--- src/rtl/wb_pkg.sv ---
// Shared constants for the writeback/commit stage: CP0 addresses, ExcCodes,
// exception request bit positions and CP0 reset images.
package wb_pkg;

    localparam logic [7:0] CP0_BADVADDR = 8'h40;
    localparam logic [7:0] CP0_COUNT    = 8'h48;
    localparam logic [7:0] CP0_COMPARE  = 8'h58;
    localparam logic [7:0] CP0_STATUS   = 8'h60;
    localparam logic [7:0] CP0_CAUSE    = 8'h68;
    localparam logic [7:0] CP0_EPC      = 8'h70;

    localparam logic [4:0] EXC_INT  = 5'h00;
    localparam logic [4:0] EXC_ADEL = 5'h04;
    localparam logic [4:0] EXC_ADES = 5'h05;
    localparam logic [4:0] EXC_SYS  = 5'h08;
    localparam logic [4:0] EXC_BP   = 5'h09;
    localparam logic [4:0] EXC_RI   = 5'h0A;
    localparam logic [4:0] EXC_OV   = 5'h0C;

    localparam int unsigned EXB_ADEL_IF = 0;
    localparam int unsigned EXB_RI      = 1;
    localparam int unsigned EXB_OV      = 2;
    localparam int unsigned EXB_SYS     = 3;
    localparam int unsigned EXB_BP      = 4;
    localparam int unsigned EXB_ADEL_D  = 5;
    localparam int unsigned EXB_ADES    = 6;

    localparam logic [31:0] STATUS_RST = 32'h0040_0000;
    localparam logic [31:0] CAUSE_RST  = 32'h0000_0000;

    // Highest-priority cause wins; interrupts outrank every synchronous exception.
    function automatic logic [4:0] exc_code(input logic irq, input logic [6:0] exc);
        if (irq)                     return EXC_INT;
        if (exc[EXB_ADEL_IF])        return EXC_ADEL;
        if (exc[EXB_RI])             return EXC_RI;
        if (exc[EXB_OV])             return EXC_OV;
        if (exc[EXB_SYS])            return EXC_SYS;
        if (exc[EXB_BP])             return EXC_BP;
        if (exc[EXB_ADEL_D])         return EXC_ADEL;
        if (exc[EXB_ADES])           return EXC_ADES;
        return EXC_INT;
    endfunction

endpackage

--- src/rtl/cp0_timer.sv ---
// CP0 Count/Compare timer: prescaled Count, Compare match and sticky TI flag.
module cp0_timer #(
    parameter int unsigned COUNT_DIV = 2
) (
    input  logic        clk,
    input  logic        reset,
    input  logic        count_we_i,
    input  logic        compare_we_i,
    input  logic [31:0] wdata_i,
    output logic [31:0] count_o,
    output logic [31:0] compare_o,
    output logic        ti_o
);

    localparam int unsigned DIV_W = (COUNT_DIV > 1) ? $clog2(COUNT_DIV) : 1;

    logic [DIV_W-1:0] div_q, div_d;
    logic [31:0]      count_q, count_d;
    logic [31:0]      compare_q, compare_d;
    logic             ti_q, ti_d;
    logic             adv_q, adv_d;

    // Software writes are applied last so they override the hardware update.
    always_comb begin
        div_d     = div_q;
        count_d   = count_q;
        compare_d = compare_q;
        ti_d      = ti_q;
        adv_d     = adv_q;
        if (div_q == DIV_W'(COUNT_DIV - 1)) begin
            div_d   = '0;
            count_d = count_q + 32'd1;
            adv_d   = 1'b1;
        end else begin
            div_d = div_q + DIV_W'(1);
        end
        if ((count_q == compare_q) && ((compare_q != 32'd0) || adv_q)) begin
            ti_d = 1'b1;
        end
        if (count_we_i) begin
            count_d = wdata_i;
            div_d   = '0;
        end
        if (compare_we_i) begin
            compare_d = wdata_i;
            ti_d      = 1'b0;
        end
    end

    always_ff @(posedge clk) begin
        if (reset) begin
            div_q     <= '0;
            count_q   <= '0;
            compare_q <= '0;
            ti_q      <= 1'b0;
            adv_q     <= 1'b0;
        end else begin
            div_q     <= div_d;
            count_q   <= count_d;
            compare_q <= compare_d;
            ti_q      <= ti_d;
            adv_q     <= adv_d;
        end
    end

    assign count_o   = count_q;
    assign compare_o = compare_q;
    assign ti_o      = ti_q;

endmodule

--- src/rtl/wb_commit_unit.sv ---
// Writeback/commit stage with CP0 (Status/Cause/EPC/BadVAddr + timer),
// exception prioritisation, single flush/redirect and register-file write.
module wb_commit_unit
    import wb_pkg::*;
#(
    parameter int unsigned DATA_W     = 32,
    parameter int unsigned HW_INT_NUM = 6,
    parameter logic [31:0] EXC_VEC    = 32'hBFC00380,
    parameter int unsigned COUNT_DIV  = 2
) (
    input  logic                  clk,
    input  logic                  reset,
    input  logic                  ms_valid,
    output logic                  ws_allowin,
    input  logic [31:0]           ms_pc,
    input  logic                  ms_bd,
    input  logic [7:0]            ms_exc,
    input  logic [31:0]           ms_badvaddr,
    input  logic                  ms_eret,
    input  logic                  ms_cp0_wen,
    input  logic                  ms_cp0_ren,
    input  logic [7:0]            ms_cp0_addr,
    input  logic [3:0]            ms_gr_we,
    input  logic [4:0]            ms_dest,
    input  logic [DATA_W-1:0]     ms_result,
    input  logic [HW_INT_NUM-1:0] hw_int,
    output logic [3:0]            rf_we,
    output logic [4:0]            rf_waddr,
    output logic [DATA_W-1:0]     rf_wdata,
    output logic                  fwd_valid,
    output logic [3:0]            fwd_we,
    output logic [4:0]            fwd_dest,
    output logic [DATA_W-1:0]     fwd_data,
    output logic                  flush,
    output logic [31:0]           flush_pc,
    output logic [31:0]           debug_wb_pc,
    output logic [3:0]            debug_wb_rf_wen,
    output logic [4:0]            debug_wb_rf_wnum,
    output logic [31:0]           debug_wb_rf_wdata
);

    logic              ws_valid_q;
    logic [31:0]       ws_pc_q;
    logic              ws_bd_q;
    logic [6:0]        ws_exc_q;
    logic [31:0]       ws_badvaddr_q;
    logic              ws_eret_q;
    logic              ws_cp0_wen_q;
    logic              ws_cp0_ren_q;
    logic [7:0]        ws_cp0_addr_q;
    logic [3:0]        ws_gr_we_q;
    logic [4:0]        ws_dest_q;
    logic [DATA_W-1:0] ws_result_q;

    logic [7:0]  status_im_q, status_im_d;
    logic        status_exl_q, status_exl_d;
    logic        status_ie_q, status_ie_d;
    logic        cause_bd_q, cause_bd_d;
    logic [5:0]  cause_ip_hw_q;
    logic [1:0]  cause_ip_sw_q, cause_ip_sw_d;
    logic [4:0]  cause_exc_q, cause_exc_d;
    logic [31:0] epc_q, epc_d;
    logic [31:0] badvaddr_q, badvaddr_d;

    logic        ready_go;
    logic        active;
    logic        int_req;
    logic        take_exc;
    logic        cp0_we;
    logic [4:0]  exc_code_w;
    logic [7:0]  cause_ip;
    logic [31:0] cp0_rdata;
    logic [31:0] cp0_wdata;
    logic [31:0] timer_count;
    logic [31:0] timer_compare;
    logic        timer_ti;
    logic        unused_ms_exc7;

    assign unused_ms_exc7 = ms_exc[7];
    assign ready_go       = 1'b1;
    assign ws_allowin     = !ws_valid_q || ready_go;

    always_ff @(posedge clk) begin
        if (reset) begin
            ws_valid_q <= 1'b0;
        end else if (flush) begin
            ws_valid_q <= 1'b0;
        end else if (ws_allowin) begin
            ws_valid_q <= ms_valid;
        end
    end

    always_ff @(posedge clk) begin
        if (ms_valid && ws_allowin) begin
            ws_pc_q       <= ms_pc;
            ws_bd_q       <= ms_bd;
            ws_exc_q      <= ms_exc[6:0];
            ws_badvaddr_q <= ms_badvaddr;
            ws_eret_q     <= ms_eret;
            ws_cp0_wen_q  <= ms_cp0_wen;
            ws_cp0_ren_q  <= ms_cp0_ren;
            ws_cp0_addr_q <= ms_cp0_addr;
            ws_gr_we_q    <= ms_gr_we;
            ws_dest_q     <= ms_dest;
            ws_result_q   <= ms_result;
        end
    end

    // The WB instruction is dropped outright while reset is held.
    assign active     = ws_valid_q && !reset;
    assign cause_ip   = {cause_ip_hw_q[5] | timer_ti, cause_ip_hw_q[4:0], cause_ip_sw_q};
    assign int_req    = active && status_ie_q && !status_exl_q && |(cause_ip & status_im_q);
    assign take_exc   = active && (int_req || |ws_exc_q);
    assign exc_code_w = exc_code(int_req, ws_exc_q);
    assign cp0_we     = active && ws_cp0_wen_q && !take_exc;
    assign cp0_wdata  = 32'(ws_result_q);

    assign flush    = take_exc || (active && ws_eret_q);
    assign flush_pc = take_exc ? EXC_VEC : epc_q;

    cp0_timer #(
        .COUNT_DIV (COUNT_DIV)
    ) u_timer (
        .clk          (clk),
        .reset        (reset),
        .count_we_i   (cp0_we && (ws_cp0_addr_q == CP0_COUNT)),
        .compare_we_i (cp0_we && (ws_cp0_addr_q == CP0_COMPARE)),
        .wdata_i      (cp0_wdata),
        .count_o      (timer_count),
        .compare_o    (timer_compare),
        .ti_o         (timer_ti)
    );

    always_comb begin
        cp0_rdata = 32'd0;
        case (ws_cp0_addr_q)
            CP0_BADVADDR: cp0_rdata = badvaddr_q;
            CP0_COUNT:    cp0_rdata = timer_count;
            CP0_COMPARE:  cp0_rdata = timer_compare;
            CP0_STATUS:   cp0_rdata = STATUS_RST | {16'd0, status_im_q, 6'd0, status_exl_q, status_ie_q};
            CP0_CAUSE:    cp0_rdata = {cause_bd_q, timer_ti, 14'd0, cause_ip, 1'b0, cause_exc_q, 2'd0};
            CP0_EPC:      cp0_rdata = epc_q;
            default:      cp0_rdata = 32'd0;
        endcase
    end

    // Exception entry overrides ERET, which overrides an MTC0 to EXL.
    always_comb begin
        status_im_d   = status_im_q;
        status_exl_d  = status_exl_q;
        status_ie_d   = status_ie_q;
        cause_bd_d    = cause_bd_q;
        cause_ip_sw_d = cause_ip_sw_q;
        cause_exc_d   = cause_exc_q;
        epc_d         = epc_q;
        badvaddr_d    = badvaddr_q;
        if (cp0_we) begin
            case (ws_cp0_addr_q)
                CP0_STATUS: begin
                    status_im_d  = cp0_wdata[15:8];
                    status_exl_d = cp0_wdata[1];
                    status_ie_d  = cp0_wdata[0];
                end
                CP0_CAUSE: cause_ip_sw_d = cp0_wdata[9:8];
                CP0_EPC:   epc_d         = cp0_wdata;
                default: ;
            endcase
        end
        if (active && ws_eret_q && !take_exc) begin
            status_exl_d = 1'b0;
        end
        if (take_exc) begin
            cause_exc_d = exc_code_w;
            if (!status_exl_q) begin
                epc_d        = ws_bd_q ? (ws_pc_q - 32'd4) : ws_pc_q;
                cause_bd_d   = ws_bd_q;
                status_exl_d = 1'b1;
            end
            if ((exc_code_w == EXC_ADEL) && ws_exc_q[EXB_ADEL_IF]) begin
                badvaddr_d = ws_pc_q;
            end else if ((exc_code_w == EXC_ADEL) || (exc_code_w == EXC_ADES)) begin
                badvaddr_d = ws_badvaddr_q;
            end
        end
    end

    always_ff @(posedge clk) begin
        if (reset) begin
            status_im_d_reset: begin
                status_im_q   <= STATUS_RST[15:8];
                status_exl_q  <= STATUS_RST[1];
                status_ie_q   <= STATUS_RST[0];
            end
            cause_bd_q    <= CAUSE_RST[31];
            cause_ip_hw_q <= CAUSE_RST[15:10];
            cause_ip_sw_q <= CAUSE_RST[9:8];
            cause_exc_q   <= CAUSE_RST[6:2];
            epc_q         <= 32'd0;
            badvaddr_q    <= 32'd0;
        end else begin
            status_im_q   <= status_im_d;
            status_exl_q  <= status_exl_d;
            status_ie_q   <= status_ie_d;
            cause_bd_q    <= cause_bd_d;
            cause_ip_hw_q <= 6'(hw_int);
            cause_ip_sw_q <= cause_ip_sw_d;
            cause_exc_q   <= cause_exc_d;
            epc_q         <= epc_d;
            badvaddr_q    <= badvaddr_d;
        end
    end

    assign rf_we    = ws_gr_we_q & {4{active && !take_exc}};
    assign rf_waddr = ws_dest_q;
    assign rf_wdata = ws_cp0_ren_q ? DATA_W'(cp0_rdata) : ws_result_q;

    assign fwd_valid = active;
    assign fwd_we    = rf_we;
    assign fwd_dest  = ws_dest_q;
    assign fwd_data  = rf_wdata;

    assign debug_wb_pc       = ws_pc_q;
    assign debug_wb_rf_wen   = rf_we;
    assign debug_wb_rf_wnum  = ws_dest_q;
    assign debug_wb_rf_wdata = 32'(rf_wdata);

endmodule

--- config.mk ---
export PLATFORM = sky130hd
export DESIGN_NAME = wb_commit_unit
export DESIGN_NICKNAME = d
export VERILOG_FILES = /design/src/rtl/wb_pkg.sv /design/src/rtl/cp0_timer.sv /design/src/rtl/wb_commit_unit.sv
export SDC_FILE = /design/constraint.sdc
export NUM_CORES = 1
export LEC_CHECK = 0
export BUFFER_PORTS_ARGS = -buffer_cell sky130_fd_sc_hd__buf_4
export CORE_MARGIN = 4
export CORE_UTILIZATION = 48
export CTS_BUF_LIST = sky130_fd_sc_hd__clkbuf_2 sky130_fd_sc_hd__clkbuf_4 sky130_fd_sc_hd__clkbuf_8
export DETAILED_ROUTE_END_ITERATION = 16
export PLACE_DENSITY = 0.78
export SLEW_MARGIN = 40
export SYNTH_ARGS = -nofsm -noshare
export SYNTH_HDL_FRONTEND = slang
export SYNTH_SLANG_ARGS = --single-unit
--- constraint.sdc ---
create_clock -name clk -period 7.5 [get_ports clk]
set_clock_uncertainty 0.1 [all_clocks]
set_input_delay 2.25 -clock clk [delete_from_list [all_inputs] [get_ports clk]]
set_output_delay 2.25 -clock clk [all_outputs]
set_load 0.1 [all_outputs]
---- Word-level counts from Yosys, hierarchy flattened ----
Index checks and enable logic that the tools add are counted.
Widths: inputs -> output; s select.
operators by class
  $add $sub $neg .......................... 3
  equality and inequality tests ........... 9
  mux-type cells .......................... 75
  bitwise gates (word level) .............. 4
  reduce and logical (&&, ||, !) cells .... 33
operator list
  kind                   count
  $mux 32                11
  $pmux 32 s6            1
  $mux 5                 22
  $eq 8x7->1 const B     6
  $mux 1                 41
  $add 32x1->32 const B  1
  $eq 32x32->1           1
  $reduce_bool 32->1     1
  $sub 32x3->32 const B  1
  $logic_and 1x1->1      14
  $eq 5x3->1 const B     2
  $and 8x8->8            1
  $reduce_and 2->1       4
  $reduce_or 8->1        1
  $reduce_or 7->1        1
  $and 4x4->4            1
  $logic_or 1x1->1       4
  $reduce_bool 2->1      2
  $reduce_or 2->1        2
  $logic_not 1->1        3
  $reduce_or 3->1        1
  $add 1x1->1 const B    1
  $not 1->1              1
  $or 1x1->1             1
storage, ports and cells
  flip-flop bits (word level) ............. 280
  input port bits ......................... 134
  output and inout bits ................... 190
  word-level logic and storage cells ...... 150

---- Logic depth before layout (Yosys ltp) ----
  word-level depth ........................ 46
  gate-level depth with buffers ........... 9
  gate-level depth less buffers ........... 7

---- By module ----
A second synthesis with hierarchy kept.
second synthesis, totals
  cell total of the unflattened synthesis .. 1383
  area, all modules ....................... 13894.6 µm²
modules (own cells, without submodules)
  module          instances  cells an instance  area each (µm²)  seq. area each (µm²)
  wb_commit_unit  1          1014               10546.4          5485.3
  cp0_timer       1          369                3348.2           1341.3

---- Least setup slack after synthesis ----
No wires, ideal clock.
  kind .................................... input port to output port
  from .................................... in reset
  to ...................................... out flush_pc[27]
  data arrival time ....................... 4482 ps
  data required time ...................... 5150 ps
  path slack .............................. 668 ps
  stages on the path ...................... 6
  buffers on the path ..................... 2
  cells stage by stage .................... nand2b_1 > inv_1 > o21ai_0 > clkbuf_1 > buf_2 > nand2b_1
on the way
  word-level cells in the longest chain between the ends .. 8
RTL lines
  item                             line                   source
  start, declared                  wb_commit_unit.sv:12   input logic reset,
  $logic_not 1->1 (*)              wb_commit_unit.sv:110  assign active = ws_valid_q && !reset;
  $logic_and 1x1->1 (*)            wb_commit_unit.sv:110
  named net fwd_valid              wb_commit_unit.sv:30   output logic fwd_valid,
  $logic_and 1x1->1 (3 in series)  wb_commit_unit.sv:112  assign int_req = active && status_ie_q && !status_exl_q && |(cause_ip & status_im_q);
  $logic_or 1x1->1                 wb_commit_unit.sv:113  assign take_exc = active && (int_req || |ws_exc_q);
  $logic_and 1x1->1 (*)            wb_commit_unit.sv:113
  $mux 32 (*)                      wb_commit_unit.sv:119  assign flush_pc = take_exc ? EXC_VEC : epc_q;
  end, declared                    wb_commit_unit.sv:35   output logic [31:0] flush_pc,
Mark *: on every way through the listed nets, which the timed path passes. The rest lies on a longest branch.

---- Worst setup path after layout ----
  from .................................... in reset
  to ...................................... out flush_pc[21]
on the way
  word-level cells in the longest chain between the ends .. 8
RTL lines
  item                             line
  $logic_not 1->1 (*)              wb_commit_unit.sv:110
  $logic_and 1x1->1 (*)            wb_commit_unit.sv:110
  $logic_and 1x1->1 (3 in series)  wb_commit_unit.sv:112
  $logic_or 1x1->1                 wb_commit_unit.sv:113
  $logic_and 1x1->1 (*)            wb_commit_unit.sv:113
  $mux 32 (*)                      wb_commit_unit.sv:119
Every way passes the cells marked *; elsewhere a longest branch is shown, timed or not.

==> impl_metrics.env <==
export IMPL_seq_area_um2=6827
export IMPL_startpoint="reset"
export IMPL_core_area_um2=28090
export IMPL_grt_pass1_wl_mm=64.54
export IMPL_clk_latency_ns=0.56
export IMPL_ys_ff_latch=279
export IMPL_cts_setup_buffers=0
export IMPL_synth_top_flop_cell="dfxtp_1"
export IMPL_ys_types=59
export IMPL_antenna_found_initial=0
export IMPL_fin_nets=1742
export IMPL_drive_gt1_share_pct=26.75
export IMPL_dp_cells=1934
export IMPL_worst_hold_path_type="flip-flop to flip-flop"
export IMPL_reg2reg_slack_ns=4.14
export IMPL_ant_nets=0
export IMPL_drtIter0Drc=1326
export IMPL_dpl_hpwl_mm=31.23
export IMPL_fin_cells=2023
export IMPL_postCtsHoldBufs=0
export IMPL_place_congestion=0.9528
export IMPL_cts_max_level=2
export IMPL_num_vias=11690
export IMPL_multiInputGateArea_um2=5893
export IMPL_critPathTopFamily="compound AO/OA/AOI/OAI gates"
export IMPL_finalPower_uw=4082
export IMPL_maxSlewHeadroom_pct=48.34
export IMPL_numPortBuffers=321
export IMPL_synth_edf_count=124
export IMPL_critPathCaptureType="output port"
export IMPL_finalCritPeriodShare_pct=87.81
export IMPL_required_ns=5.15
export IMPL_synth_area_leaders="edfxtp_1 (27%), dfxtp_1 (22%), mux2i_1 (6.2%), buf_4 (4.5%), nand2_1 (4.3%)"
export IMPL_p_leak_uw=0.006349
export IMPL_syn_avg_cell_area_um2=9.870
export IMPL_finalSetupViolCount=0
export IMPL_yosysWarnings=0
export IMPL_synth_top_area_share_pct=26.89
export IMPL_arrival_ns=4.24
export IMPL_diodes=0
export IMPL_crit_slowest_cell="a41oi_1"
export IMPL_worstHoldStart="cause_bd_q"
export IMPL_route_detailed_drc=0
export IMPL_path_max_fanout=23
export IMPL_worst_r2r_startpoint="ws_cp0_addr_q[5]"
export IMPL_synth_area_um2=13850
export IMPL_grt_usage_pct=26.25
export IMPL_synth_cells=1403
export IMPL_grt_max_degree=90
export IMPL_yosys_area_top_type="edfxtp_1"
export IMPL_drt_vias_per_instance=5.778
export IMPL_die_area_um2=31630
export IMPL_syn_to_final_growth_pct=21.98
export IMPL_clk_pin_slew_ns=0.06
export IMPL_yosysMostFrequentCell="nand2_1"
export IMPL_yosysSeqAreaShare_pct=49.30
export IMPL_async_flop_share_pct=0
export IMPL_fillers=2412
export IMPL_cp_depth=7
export IMPL_hold_viol=0
export IMPL_cts_tree="done"
export IMPL_path_cells="buf_4, nand4bb_1, a41oi_1, o21ai_4, buf_4, and2_1, buf_4"
export IMPL_wl_per_cell_um=21.45
export IMPL_ios=324
export IMPL_grt_pass1_vias=11090
export IMPL_rsz0062_at_grt="no"
export IMPL_final_max_slew_viol_count=0
export IMPL_power_density_nw_per_um2=241.7
export IMPL_start_kind="primary input"
export IMPL_synth_nets=1539
export IMPL_status="finished clean"
export IMPL_numCtsBuffers=47
export IMPL_num_rows=61
export IMPL_die_height_um=177.9
export IMPL_ctsRootBufferMaster="clkbuf_8"
export IMPL_routed_wl_mm=43.40
export IMPL_endpoint="flush_pc[21]"
export IMPL_clock_fmax_mhz=151.8
export IMPL_numClockSinks=279
export IMPL_fin_tns_setup_ns=0
export IMPL_cts_resized=0
export IMPL_start_util_pct=49.31
export IMPL_worst_pin_slew_ns=0.7649
export IMPL_reg2reg_to="u_timer.count_o[11]"
export IMPL_firstDrtPassIters=6
export IMPL_vdd_drop_max_mv=0.2074
export IMPL_die_w_um=177.9
export IMPL_ff2ff_path_depth=5
export IMPL_synth_top_cells_by_count="nand2_1 (160), dfxtp_1 (155), edfxtp_1 (124), mux2i_1 (86), nor2_1 (85)"
export IMPL_fin_crit_ns=6.586
export IMPL_critPathKind="primary input to output port"
export IMPL_crit_path_frequent_cell="buf_4"
export IMPL_cts_max_path_buffers=3
export IMPL_crit_buf_inv=3
export IMPL_cp_slowest_stage_delay_ns=0.62
export IMPL_drv_cap=0
export IMPL_grt_overflow_total=0
[worst reg2reg max path, delay by kind of cell (launching register included)]
kind | cells | cell delay [ns]
AOI/OAI and AO/OA | 1 | 0.28
buffers and inverters | 1 | 0.46
DFF | 1 | 0.66
and+or+nand+nor | 3 | 1.76
[power breakdown]
group	switching (uW)	internal [uW]	leakage [uW]
Sequential	99.3	1670	0.00247
Clock	610	787	0.000523
Combinational	711	202	0.00336
Total	1420	2660	0.00635
[through the flow]
| stage | util (%) | hold WS (ns) | cell area, um^2 | worst slack (ns) |
|---|---|---|---|---|
| 2_1_floorplan | - | 0.3368 | 13850 | 0.6684 |
| 3_3_place_gp | 56.45 | 0.3495 | 15860 | 0.8433 |
| 3_5_place_dp | 56.58 | 0.3502 | 15890 | 0.9181 |
| 4_1_cts | 60.08 | 0.3585 | 16870 | 0.9130 |
| 5_1_grt | 60.14 | 0.3809 | 16890 | 0.8041 |
| 6_report | 60.14 | 0.3603 | 16890 | 0.9144 |
[per-layer routing]
metal / global-route usage [%] / wire length [um] / up-vias
li1: - / - / 5413
met1: 36.64 / 17680 / 5498
met2: 40.67 / 19810 / 677
met3: 5.603 / 4515 / 100
met4: 9.056 / 1396 / 0
met5: 0 / 0 / -
[layout make-up]
class | count | share of cell area, %
multi-input cells | 898 | 34.89
flip-flops and latches | 279 | 40.41
clock inverters | 15 | 0.5703
inverters | 41 | 0.9110
repair buffers | 339 | 15.18
clock buffers | 73 | 5.244
well taps | 378 | 2.800
[state kept, by name, indices dropped and copies added, names as in the netlist, 7 cells and up]
register           cells
badvaddr_q            32
u_timer.count_o       32
cp0_wdata             32
ws_exc_q               7
epc_q                 32
ws_cp0_addr_q          8
ws_badvaddr_q         32
debug_wb_pc           32
status_im_q            8
u_timer.compare_o     32
[how the worst min path moves through the flow]
stage / end / depth (start not counted) / slack [ns]
6_report: cause_bd_q / 2 / 0.36
4_1_cts: cause_bd_q / 2 / 0.36
3_3_place_gp: cause_bd_q / 2 / 0.35
5_1_grt: cause_bd_q / 2 / 0.38
3_5_place_dp: cause_bd_q / 2 / 0.35
2_1_floorplan: cause_bd_q / 2 / 0.34
[layout by cell type, fill, tap and decap left out, types with 30 or more instances in the layout]
cell / netlist / layout
nor3_1: 34 / 34
inv_1: 41 / 41
buf_4: 83 / 335
nand2_1: 160 / 159
nor2_1: 85 / 85
nor4_1: 32 / 30
a21oi_1: 44 / 44
mux2i_1: 86 / 86
xnor2_1: 62 / 62
edfxtp_1: 124 / 124
dfxtp_1: 155 / 155
a211oi_1: 34 / 34
clkbuf_8: 0 / 54
nand2b_1: 47 / 47
[logic make-up after synthesis]
| group | after synthesis | share of synthesized area (%) |
|---|---|---|
| buffers and inverters | 226 | 8.610 |
| xor gates and xnor gates | 75 | 4.743 |
| muxes | 90 | 6.541 |
| and+or+nand+nor | 477 | 17.33 |
| AOI/OAI and AO/OA | 253 | 13.27 |
| DFF | 279 | 49.30 |
| adders and majority gates | 2 | 0.1807 |
| other | 1 | 0.02708 |
Power figures use the tool's default switching activity.
